<file path="src/rtl/pipe_pkg.sv">
// Shared types for the skid-buffer pipeline: per-stage occupancy state and its encodings.
package pipe_pkg;

    localparam logic [1:0] ENC_EMPTY = 2'b00;
    localparam logic [1:0] ENC_BUSY  = 2'b01;
    localparam logic [1:0] ENC_FULL  = 2'b10;

    typedef enum logic [1:0] {
        EMPTY = ENC_EMPTY,
        BUSY  = ENC_BUSY,
        FULL  = ENC_FULL
    } stage_state_t;

endpackage

</file>
<file path="src/rtl/pipe_skid_stage.sv">
// One registered skid stage: main register drives the output, skid register absorbs
// the word accepted in the cycle the downstream stalls, so in_ready is purely registered.
module pipe_skid_stage
    import pipe_pkg::*;
#(
    parameter int DATA_W = 8
) (
    input  logic              clk,
    input  logic              reset,
    input  logic              flush,
    input  logic              in_valid,
    input  logic [DATA_W-1:0] in_data,
    output logic              in_ready,
    output logic              out_valid,
    output logic [DATA_W-1:0] out_data,
    input  logic              out_ready
);

    stage_state_t      state, state_nxt;
    logic [DATA_W-1:0] main_q, main_nxt;
    logic [DATA_W-1:0] skid_q, skid_nxt;
    logic              in_xfer;
    logic              out_xfer;

    assign in_ready  = (state != FULL) && !reset;
    assign out_valid = (state != EMPTY);
    assign out_data  = main_q;
    assign in_xfer   = in_valid && in_ready;
    assign out_xfer  = out_valid && out_ready;

    always_comb begin
        state_nxt = state;
        main_nxt  = main_q;
        skid_nxt  = skid_q;
        case (state)
            EMPTY: begin
                if (in_xfer) begin
                    state_nxt = BUSY;
                    main_nxt  = in_data;
                end
            end
            BUSY: begin
                if (in_xfer && out_xfer) begin
                    main_nxt = in_data;
                end else if (in_xfer) begin
                    state_nxt = FULL;
                    skid_nxt  = in_data;
                end else if (out_xfer) begin
                    state_nxt = EMPTY;
                end
            end
            FULL: begin
                // skid always holds the younger word, so it moves up to main on drain
                if (out_xfer) begin
                    state_nxt = BUSY;
                    main_nxt  = skid_q;
                end
            end
            default: state_nxt = EMPTY;
        endcase
    end

    always_ff @(posedge clk) begin
        if (reset) begin
            state  <= EMPTY;
            main_q <= '0;
            skid_q <= '0;
        end else if (flush) begin
            state  <= EMPTY;
        end else begin
            state  <= state_nxt;
            main_q <= main_nxt;
            skid_q <= skid_nxt;
        end
    end

endmodule

</file>
<file path="src/rtl/pipe_skid_chain.sv">
// STAGES chained skid stages with valid/ready backpressure and 1 word/cycle throughput.
// Optional PIPE_SKID_OCC_EN adds the occ port: registered count of words held in the chain.
module pipe_skid_chain
    import pipe_pkg::*;
#(
    parameter int DATA_W = 8,
    parameter int STAGES = 2
) (
    input  logic                             clk,
    input  logic                             reset,
    input  logic                             flush,
    input  logic                             in_valid,
    input  logic [DATA_W-1:0]                in_data,
    output logic                             in_ready,
    output logic                             out_valid,
    output logic [DATA_W-1:0]                out_data,
    input  logic                             out_ready
`ifdef PIPE_SKID_OCC_EN
    ,
    output logic [$clog2(2*STAGES+1)-1:0]    occ
`endif
);

    logic [STAGES:0]   v;
    logic [STAGES:0]   r;
    logic [DATA_W-1:0] d [STAGES+1];

    assign v[0]      = in_valid;
    assign d[0]      = in_data;
    assign in_ready  = r[0];
    assign out_valid = v[STAGES];
    assign out_data  = d[STAGES];
    assign r[STAGES] = out_ready;

    for (genvar i = 0; i < STAGES; i++) begin : g_stage
        pipe_skid_stage #(
            .DATA_W(DATA_W)
        ) u_stage (
            .clk      (clk),
            .reset    (reset),
            .flush    (flush),
            .in_valid (v[i]),
            .in_data  (d[i]),
            .in_ready (r[i]),
            .out_valid(v[i+1]),
            .out_data (d[i+1]),
            .out_ready(r[i+1])
        );
    end

`ifdef PIPE_SKID_OCC_EN
    localparam int OCC_W = $clog2(2*STAGES+1);

    logic [OCC_W-1:0] occ_q;
    logic             chain_in_xfer;
    logic             chain_out_xfer;

    assign chain_in_xfer  = in_valid && r[0];
    assign chain_out_xfer = v[STAGES] && out_ready;
    assign occ            = occ_q;

    always_ff @(posedge clk) begin
        if (reset || flush) begin
            occ_q <= '0;
        end else if (chain_in_xfer && !chain_out_xfer) begin
            occ_q <= occ_q + OCC_W'(1);
        end else if (!chain_in_xfer && chain_out_xfer) begin
            occ_q <= occ_q - OCC_W'(1);
        end
    end
`endif

endmodule

</file>
<file path="config.mk">
export PLATFORM = sky130hd
export DESIGN_NAME = pipe_skid_chain
export DESIGN_NICKNAME = d
export VERILOG_FILES = /design/src/rtl/pipe_pkg.sv /design/src/rtl/pipe_skid_stage.sv /design/src/rtl/pipe_skid_chain.sv
export SDC_FILE = /design/constraint.sdc
export NUM_CORES = 1
export LEC_CHECK = 0
export ABC_CLOCK_PERIOD_IN_PS = 1500
export BUFFER_PORTS_ARGS = -buffer_cell sky130_fd_sc_hd__buf_2
export CAP_MARGIN = 20
export CORE_MARGIN = 2
export CORE_UTILIZATION = 51
export DETAILED_ROUTE_END_ITERATION = 8
export PLACE_DENSITY_LB_ADDON = 0.3
export SLEW_MARGIN = 20
export SYNTH_ARGS = -nofsm -noshare
export SYNTH_HDL_FRONTEND = slang
export SYNTH_SLANG_ARGS = --single-unit
</file>
<file path="constraint.sdc">
create_clock -name clk -period 1.5 [get_ports clk]
set_input_delay 0.3 -clock clk [delete_from_list [all_inputs] [get_ports clk]]
set_output_delay 0.3 -clock clk [all_outputs]
set_load 0.02 [all_outputs]
</file>
=== After elaboration in Yosys (flattened, before gate mapping) ===
Index checks and enable logic that the tools add are counted.

* Output and inout bits: 10
* Word-level logic and storage cells: 65
* Input port bits: 13
* Register bits: 36

* Bitwise operators: 3
* Equal/unequal tests: 16
* Muxes and demuxes: 19
* Reductions and logical operators: 21

{| class="wikitable"
|+ Operators with widths
! operator !! number
|-
| 8-bit two-way mux || 6
|-
| 8-bit case mux with 3 select lines || 2
|-
| 2-bit two-way mux || 9
|-
| 4-bit AND reduction || 4
|-
| 2-bit case mux with 3 select lines || 2
|-
| 2-bit by 1-bit != test with 1-bit output, second input constant || 5
|-
| 2-bit != test, second input constant || 5
|-
| 5-bit AND reduction || 2
|-
| 1-bit logical AND || 7
|-
| 3-bit nonzero test || 2
|-
| 2-bit by 1-bit equality test with 1-bit output, second input constant || 2
|-
| 2-bit equality test, second input constant || 2
|-
| 2-bit zero test || 2
|-
| 2-bit nonzero test || 2
|-
| 3-bit by 1-bit != test with 1-bit output, second input constant || 1
|-
| 3-bit by 2-bit != test with 1-bit output, second input constant || 1
|-
| 1-bit inverter || 3
|-
| 2-bit OR reduction || 1
|-
| 1-bit zero test || 1
|}

=== Logic depth before layout (Yosys ltp) ===
Gate-level depths: netlist of the first run.

* Depth in word-level cells: 7
* Gate-level depth with buffers: 6
* Mapped depth without buffers: 4

=== Cells and area by module ===
Synthesis of the first run repeated with hierarchy kept, for this count alone.

* Cell total of the unflattened synthesis: 210
* Area total of the unflattened synthesis: 1849.3 um2

{| class="wikitable"
|+ By module, submodules not included
! module !! area each (um2) !! instances !! sequential area each (um2) !! cells each
|-
| pipe_skid_stage || 924.6 || 2 || 360.3 || 105
|}

=== Worst setup path after synthesis of the first run ===
OpenSTA, ideal clock, no wires.

* Path kind: reg-to-reg
* Start: register g_stage[1].u_stage.state[0]
* End: register g_stage[1].u_stage.main_q[2]
* Path slack: -0.133 ns
* Data arrival time: 1.563 ns
* Stages on the path, launching flop included: 6
* Path through: dfxtp_1 > or2_2 > a21o_2 > clkbuf_1 > or3_1 > a21oi_1

{| class="wikitable"
|+ RTL lines
! element !! line !! RTL
|-
| start, declared || pipe_skid_stage.sv:19 || <nowiki>stage_state_t state, state_nxt;</nowiki>
|-
| start signal, assigned || pipe_skid_stage.sv:71 || <nowiki>state <= state_nxt;</nowiki>
|-
| 2-bit nonzero test * || pipe_skid_stage.sv:26 || <nowiki>assign out_valid = (state != EMPTY);</nowiki>
|-
| via out_valid || pipe_skid_chain.sv:15 || <nowiki>output logic out_valid,</nowiki>
|-
| 1-bit logical AND * || pipe_skid_stage.sv:29 || <nowiki>assign out_xfer = out_valid && out_ready;</nowiki>
|-
| 1-bit logical AND || pipe_skid_stage.sv:43 || <nowiki>if (in_xfer && out_xfer) begin</nowiki>
|-
| 2-bit by 1-bit != test with 1-bit output (no line) || n/a ||
|-
| 5-bit AND reduction (no line) * || n/a ||
|-
| end signal, assigned || pipe_skid_stage.sv:72 || <nowiki>main_q <= main_nxt;</nowiki>
|-
| end, declared || pipe_skid_stage.sv:20 || <nowiki>logic [DATA_W-1:0] main_q, main_nxt;</nowiki>
|}

The timed path passes the listed nets; every way through them passes the cells marked *.
A chain may end at the register's enable or synchronous reset.

=== Worst setup path in the final report of the first run ===
* Start: register g_stage[0].u_stage.state[1]
* End: register g_stage[0].u_stage.main_q[1]

* Word-level cells in the longest chain between the ends: 6

{| class="wikitable"
|+ Ends and longest elaborated chain
! element !! line !! RTL
|-
| start, declared || pipe_skid_stage.sv:19 ||
|-
| start signal, assigned || pipe_skid_stage.sv:71 ||
|-
| 2-bit != test || pipe_skid_stage.sv:25 || <nowiki>assign in_ready = (state != FULL) && !reset;</nowiki>
|-
| 1-bit logical AND || pipe_skid_stage.sv:25 ||
|-
| 1-bit logical AND || pipe_skid_stage.sv:28 || <nowiki>assign in_xfer = in_valid && in_ready;</nowiki>
|-
| 1-bit logical AND || pipe_skid_stage.sv:43 ||
|-
| 2-bit by 1-bit != test with 1-bit output (no line) || n/a ||
|-
| 5-bit AND reduction (no line) || n/a ||
|-
| end signal, assigned || pipe_skid_stage.sv:72 ||
|-
| end, declared || pipe_skid_stage.sv:20 ||
|}

Parallel ways exist; a longest one is shown, timed or not.

==> results.tsv, run 1 <==
metric	value	unit
overall routed net length	3678	um
DRC violations left	0	
all-layer global routing usage	0.2005	
Worst R2R Setup Slack	-0.11	ns
DIE WIDTH	61.83	um
largest net degree at the start of global routing	37	
main flop type after synthesis	dfxtp_1	
antenna violations before repair	0	
via count	1395	
Synth Warn #	0	
Max H-tree Level	2	
violated checks	setup timing	
Critical Path RT	1.75	ns
Mapped Area	1705	um2
area share of the largest cell type after synthesis	0.4226	
dominant cell type by area after synthesis	dfxtp_1	
Final period util	1.075	
endpoints failing hold	0	
post-route minimum period	1.612	ns
Worst-path clk slew	0.10	ns
Hold Path Depth	3	
Mapped Nets	197	
Root Driver	clkbuf_4	
P_leak	0.0008909	uW
Final Skew	0.009270	ns
number of distinct library cells after synthesis	35	
Setup crit end kind	flop	
RSZ-0062 raised after global routing	yes	
Placer Congestion	0.8202	
fmax	0.6202	GHz
Slew Viols, Final	0	
Final Power	1702	uW
Avg Inst Size Synth	9.268	um2
share of cells above drive strength 1	0.3611	
Commonest cells post-synth	dfxtp_1 (36), mux2i_1 (25), a21oi_1 (21)	
Bufs on Longest Clock Path	2	
Crit Path Max Fanout	11	
area of the multi-input gates	937.1	um2
share of synthesized registers carrying an async set or reset	0	
critical path class	flop to flop	
Antenna Cells	0	
Worst-Skew Late Latency	0.34	ns
starting density of the core	0.5452	
total CTS buffers	5	
Worst slew margin	0.7405	
vias in the first global route	1334	
ANT nets after route	0	
Final Setup Violations	14	
# fillers	258	
ranking of synthesized cells by area	dfxtp_1 (42%), mux2i_1 (15%), a21oi_1 (6.2%), buf_4 (3.5%), nor2_1 (3.5%)	
Max Cap Violations	0	
Mapped Cells	184	
count leader, synth	dfxtp_1	
layout net count	228	
FF-to-FF path depth	6	
pre-CTS setup slack	-0.1699	ns
final setup margin	-0.1124	ns
outcome	finished, violations left	
Crit path arrival time	1.87	ns
Die Y	61.83	um
Yosys reg bits	36	
# IOs	23	
hpwl dp	2428	um
worst slew pin tran	0.3892	ns
Seq/Total Area, Yosys	0.4226	
Sequential Area	724.4	um2
Peak VDD IR	0.6009	mV
Port Buf Inserts	22	
FP Rows	20	
number of enable flip-flop cells after synthesis	0	
hold crit path type	primary input to flop	
CTS tree	done	
power per cell area	805.4	nW/um2
die area	3822	um2
Sink Count	36	
routed len/inst	14.15	um
Area growth syn-to-layout	23.92	%
first-pass GRT wire length	5630	um
GRT Residual Overflow	0	
Core Area	3128	um2
vias per cell	5.365	
Worst setup SP type	flop	
initial DRC count	48	
router iterations before antenna repair	4	
[repair_timing]
item	CTS	global route
gates resized for setup	9	11
gates cloned	0	2
hold buffers	0	0
setup endpoints to repair	23	29
pin swaps	1	2
setup buffers	5	1
[placed cells by master, fill, tap and decap left out, types with 3 or more instances in the layout]
cell type / n
buf_12: 3
nor2_1: 14
dfxtp_1: 33
or3_1: 8
nand3_1: 8
o21ai_0: 8
buf_4: 16
mux2i_1: 24
buf_6: 4
dfxtp_2: 3
a211oi_2: 5
a21oi_1: 20
clkbuf_4: 5
nand2_1: 8
a211oi_1: 3
buf_2: 21
[cell families (layout without fill, tap and decap cells)]
family	Yosys count	after routing	share of synthesized area
compound gates	43	44	0.1673
buf+inv	24	54	0.08511
flops	36	36	0.4226
mux	25	25	0.1467
simple gates	56	57	0.1783
[report_power, final]
part | leakage [uW] | internal [uW] | switching (uW) | total, uW
Combinational | 0.000566 | 90.4 | 101 | 191
Sequential | 0.000293 | 971 | 14.0 | 985
Clock | 0.0000326 | 231 | 295 | 526
Total | 0.000891 | 1290 | 410 | 1700
[state kept, by name (all words and copies together) (netlist names)]
name / count
g_stage.u_stage.out_data: 16
g_stage.u_stage.state: 4
g_stage.u_stage.skid_q: 16
[layer usage]
layer,global-route usage,up-vias,share of wire
met5,0,-,0
met1,0.2239,642,0.43
met2,0.3699,33,0.52
li1,-,709,-
met3,0.05590,11,0.034
met4,0.05775,0,0.022
[cell type report]
type	instances	share of cell area
tap	44	0.02605
timing repair buffer	44	0.1563
clock buffer	8	0.02783
inverter	2	0.003552
sequential	36	0.3428
multi-input combinational	126	0.4435
[worst max-delay path, cell delays in order (launching register included)]
cell      delay [ns]
dfxtp_2         0.37
or2b_1          0.28
buf_6           0.13
a221oi_4        0.26
buf_12          0.18
nor2_1          0.07
a211oi_2        0.24
[stage by stage]
stage | hold slack [ns] | utilization | instance area (um2) | setup TNS [ns] | std cells
floorplan | 0.3787 | - | 1744 | -0.3460 | 184
global placement | 0.4408 | 0.6052 | 1893 | -0.5451 | 244
detailed placement | 0.4475 | 0.6052 | 1893 | -0.9944 | 244
CTS | 0.2029 | 0.6488 | 2029 | -0.4192 | 257
global route | 0.2179 | 0.6756 | 2113 | -1.857 | 260
finish | 0.2157 | 0.6756 | 2113 | -0.5856 | 260
[path summary, 6_finish.rpt]
path / start / to
max: g_stage[0].u_stage.state[1] / g_stage[0].u_stage.out_data[1]
min: in_data[5] / g_stage[0].u_stage.skid_q[5]
max reg2reg: g_stage[0].u_stage.state[1] / g_stage[0].u_stage.out_data[1]
min reg2reg: g_stage[1].u_stage.skid_q[4] / g_stage[1].u_stage.skid_q[4]
(Power assumes the default switching activity.)
==> inputs of run 2 (changes only) <==
Settings changed: TNS_END_PERCENT set to 1.
==> results.tsv, run 2 (synthesis gave the netlist of run 1 again) <==
metric	value	unit
outcome	finished, violations left	
violated checks	setup timing	
DRC violations left	0	
Peak VDD IR	0.6677	mV
Slew Viols, Final	0	
overall routed net length	3402	um
instance count on the critical path	6	
Area growth syn-to-layout	18.86	%
vias in the first global route	1421	
sum of buffers and inverters on the critical path	2	
hold crit path type	primary input to flop	
Critical Path RT	1.76	ns
endpoints failing hold	0	
Final period util	1.050	
Final Skew	0.006281	ns
RSZ-0062 raised after global routing	yes	
CTS hold repair buffers	0	
Worst slew margin	0.7360	
Crit Path Max Fanout	16	
Net Sw Frac	0.2421	
Die Y	61.83	um
Final Power	1682	uW
Comb power frac	0.097	
most common cell after layout, fill and taps aside	dfxtp_1	
share of cells above drive strength 1	0.3491	
hpwl dp	2508	um
Core Area	3128	um2
Worst setup SP type	flop	
post-route minimum period	1.575	ns
cell family contributing the most delay on the critical path	compound AO/OA/AOI/OAI gates	
Placer Congestion	0.8291	
worst slew pin tran	0.3961	ns
CTS tree	done	
CP peak stage delay	0.38	ns
fmax	0.6349	GHz
Max H-tree Level	2	
hold slack	0.2109	ns
sum of negative setup slack	-0.2362	ns
DIE WIDTH	61.83	um
Worst Setup SP	g_stage[0].u_stage.state[1]	
via count	1356	
GRT Residual Overflow	0	
starting density of the core	0.5452	
vias per cell	5.297	
Final Setup Violations	8	
FP Rows	20	
die area	3822	um2
Clk pwr share	0.318	
Antenna Cells	0	
switching power	407.3	uW
# IOs	23	
largest net degree at the start of global routing	37	
Worst-Skew Late Latency	0.34	ns
first-pass GRT wire length	6065	um
antenna violations before repair	0	
internal power	1275	uW
Bufs on Longest Clock Path	2	
all-layer global routing usage	0.2198	
CP cell instances	or2b_4 -> buf_4 -> a221oi_4 -> buf_12 -> nor2_1 -> a211oi_1	
Root Driver	clkbuf_4	
critical path class	flop to flop	
final setup margin	-0.07498	ns
P_leak	0.0008675	uW
Port Buf Inserts	22	
initial DRC count	27	
FF-to-FF path depth	6	
hold_sp	in_data[0]	
routed len/inst	13.29	um
Hold Path Depth	3	
Max Cap Violations	0	
Sink Count	36	
Setup crit end kind	flop	
router iterations before antenna repair	4	
Worst R2R Setup Slack	-0.07	ns
total CTS buffers	5	
ANT nets after route	0	
layout net count	224	
Crit path arrival time	1.83	ns
Seq pwr share	0.585	
leading cell types in the layout, fill and taps excluded	dfxtp_1 (33), mux2i_1 (25), buf_2 (21)	
critical path's slowest cell	dfxtp_4	
Worst-path clk slew	0.10	ns
FF-to-FF Start	g_stage[0].u_stage.state[1]	
power per cell area	829.9	nW/um2
[run 2: final cells by class]
cell class              instances  area, um2
inverters                       2      7.507
fillers                       280       1101
well taps                      44      55.05
multi-input cells             124      895.9
flip-flops and latches         36      726.9
clock buffers                   8      58.81
repair buffers                 42      282.8
[run 2: worst paths after layout]
path	to
max	g_stage[0].u_stage.out_data[5]
min	g_stage[0].u_stage.skid_q[0]
max reg2reg	g_stage[0].u_stage.out_data[5]
min reg2reg	g_stage[1].u_stage.skid_q[3]
[run 2: power by group through the flow]
| stage | combinational, uW | sequential (uW) | clock [uW] |
|---|---|---|---|
| after floorplan | 98.7 | 1000 | 0 |
| after global placement | 148 | 1010 | 0 |
| after detailed placement | 156 | 1010 | 0 |
| after CTS | 160 | 984 | 556 |
| after global routing | 179 | 987 | 602 |
| final | 163 | 984 | 535 |
[run 2: tightest hold or removal path: stages]
cell     delay, ns
buf_2         0.09
mux2i_1       0.06
nor2_1        0.08
[run 2: what timing repair did]
item	in CTS	in global routing
setup endpoints to repair	23	29
cloned	0	0
resized for setup	12	6
buffers inserted	2	0
pin swaps	9	1
[run 2: stage by stage]
| step | std cells | worst slack (ns) | utilization | cell area, um2 |
|---|---|---|---|---|
| final | 256 | -0.07498 | 0.6480 | 2027 |
| after floorplan | 184 | -0.06243 | - | 1723 |
| after global routing | 256 | -0.1170 | 0.6480 | 2027 |
| after detailed placement | 246 | -0.1512 | 0.6068 | 1898 |
| after global placement | 246 | -0.08907 | 0.6068 | 1898 |
| after CTS | 256 | -0.06772 | 0.6404 | 2003 |
[run 2: routing by layer]
| metal | wire length, um | up-vias | global-route usage | part of all wire |
|---|---|---|---|---|
| met2 | 1699 | 40 | 0.3744 | 0.50 |
| met5 | 0 | - | 0 | 0 |
| li1 | - | 695 | - | - |
| met3 | 170 | 11 | 0.07660 | 0.050 |
| met4 | 108 | 0 | 0.1155 | 0.032 |
| met1 | 1423 | 610 | 0.2404 | 0.42 |
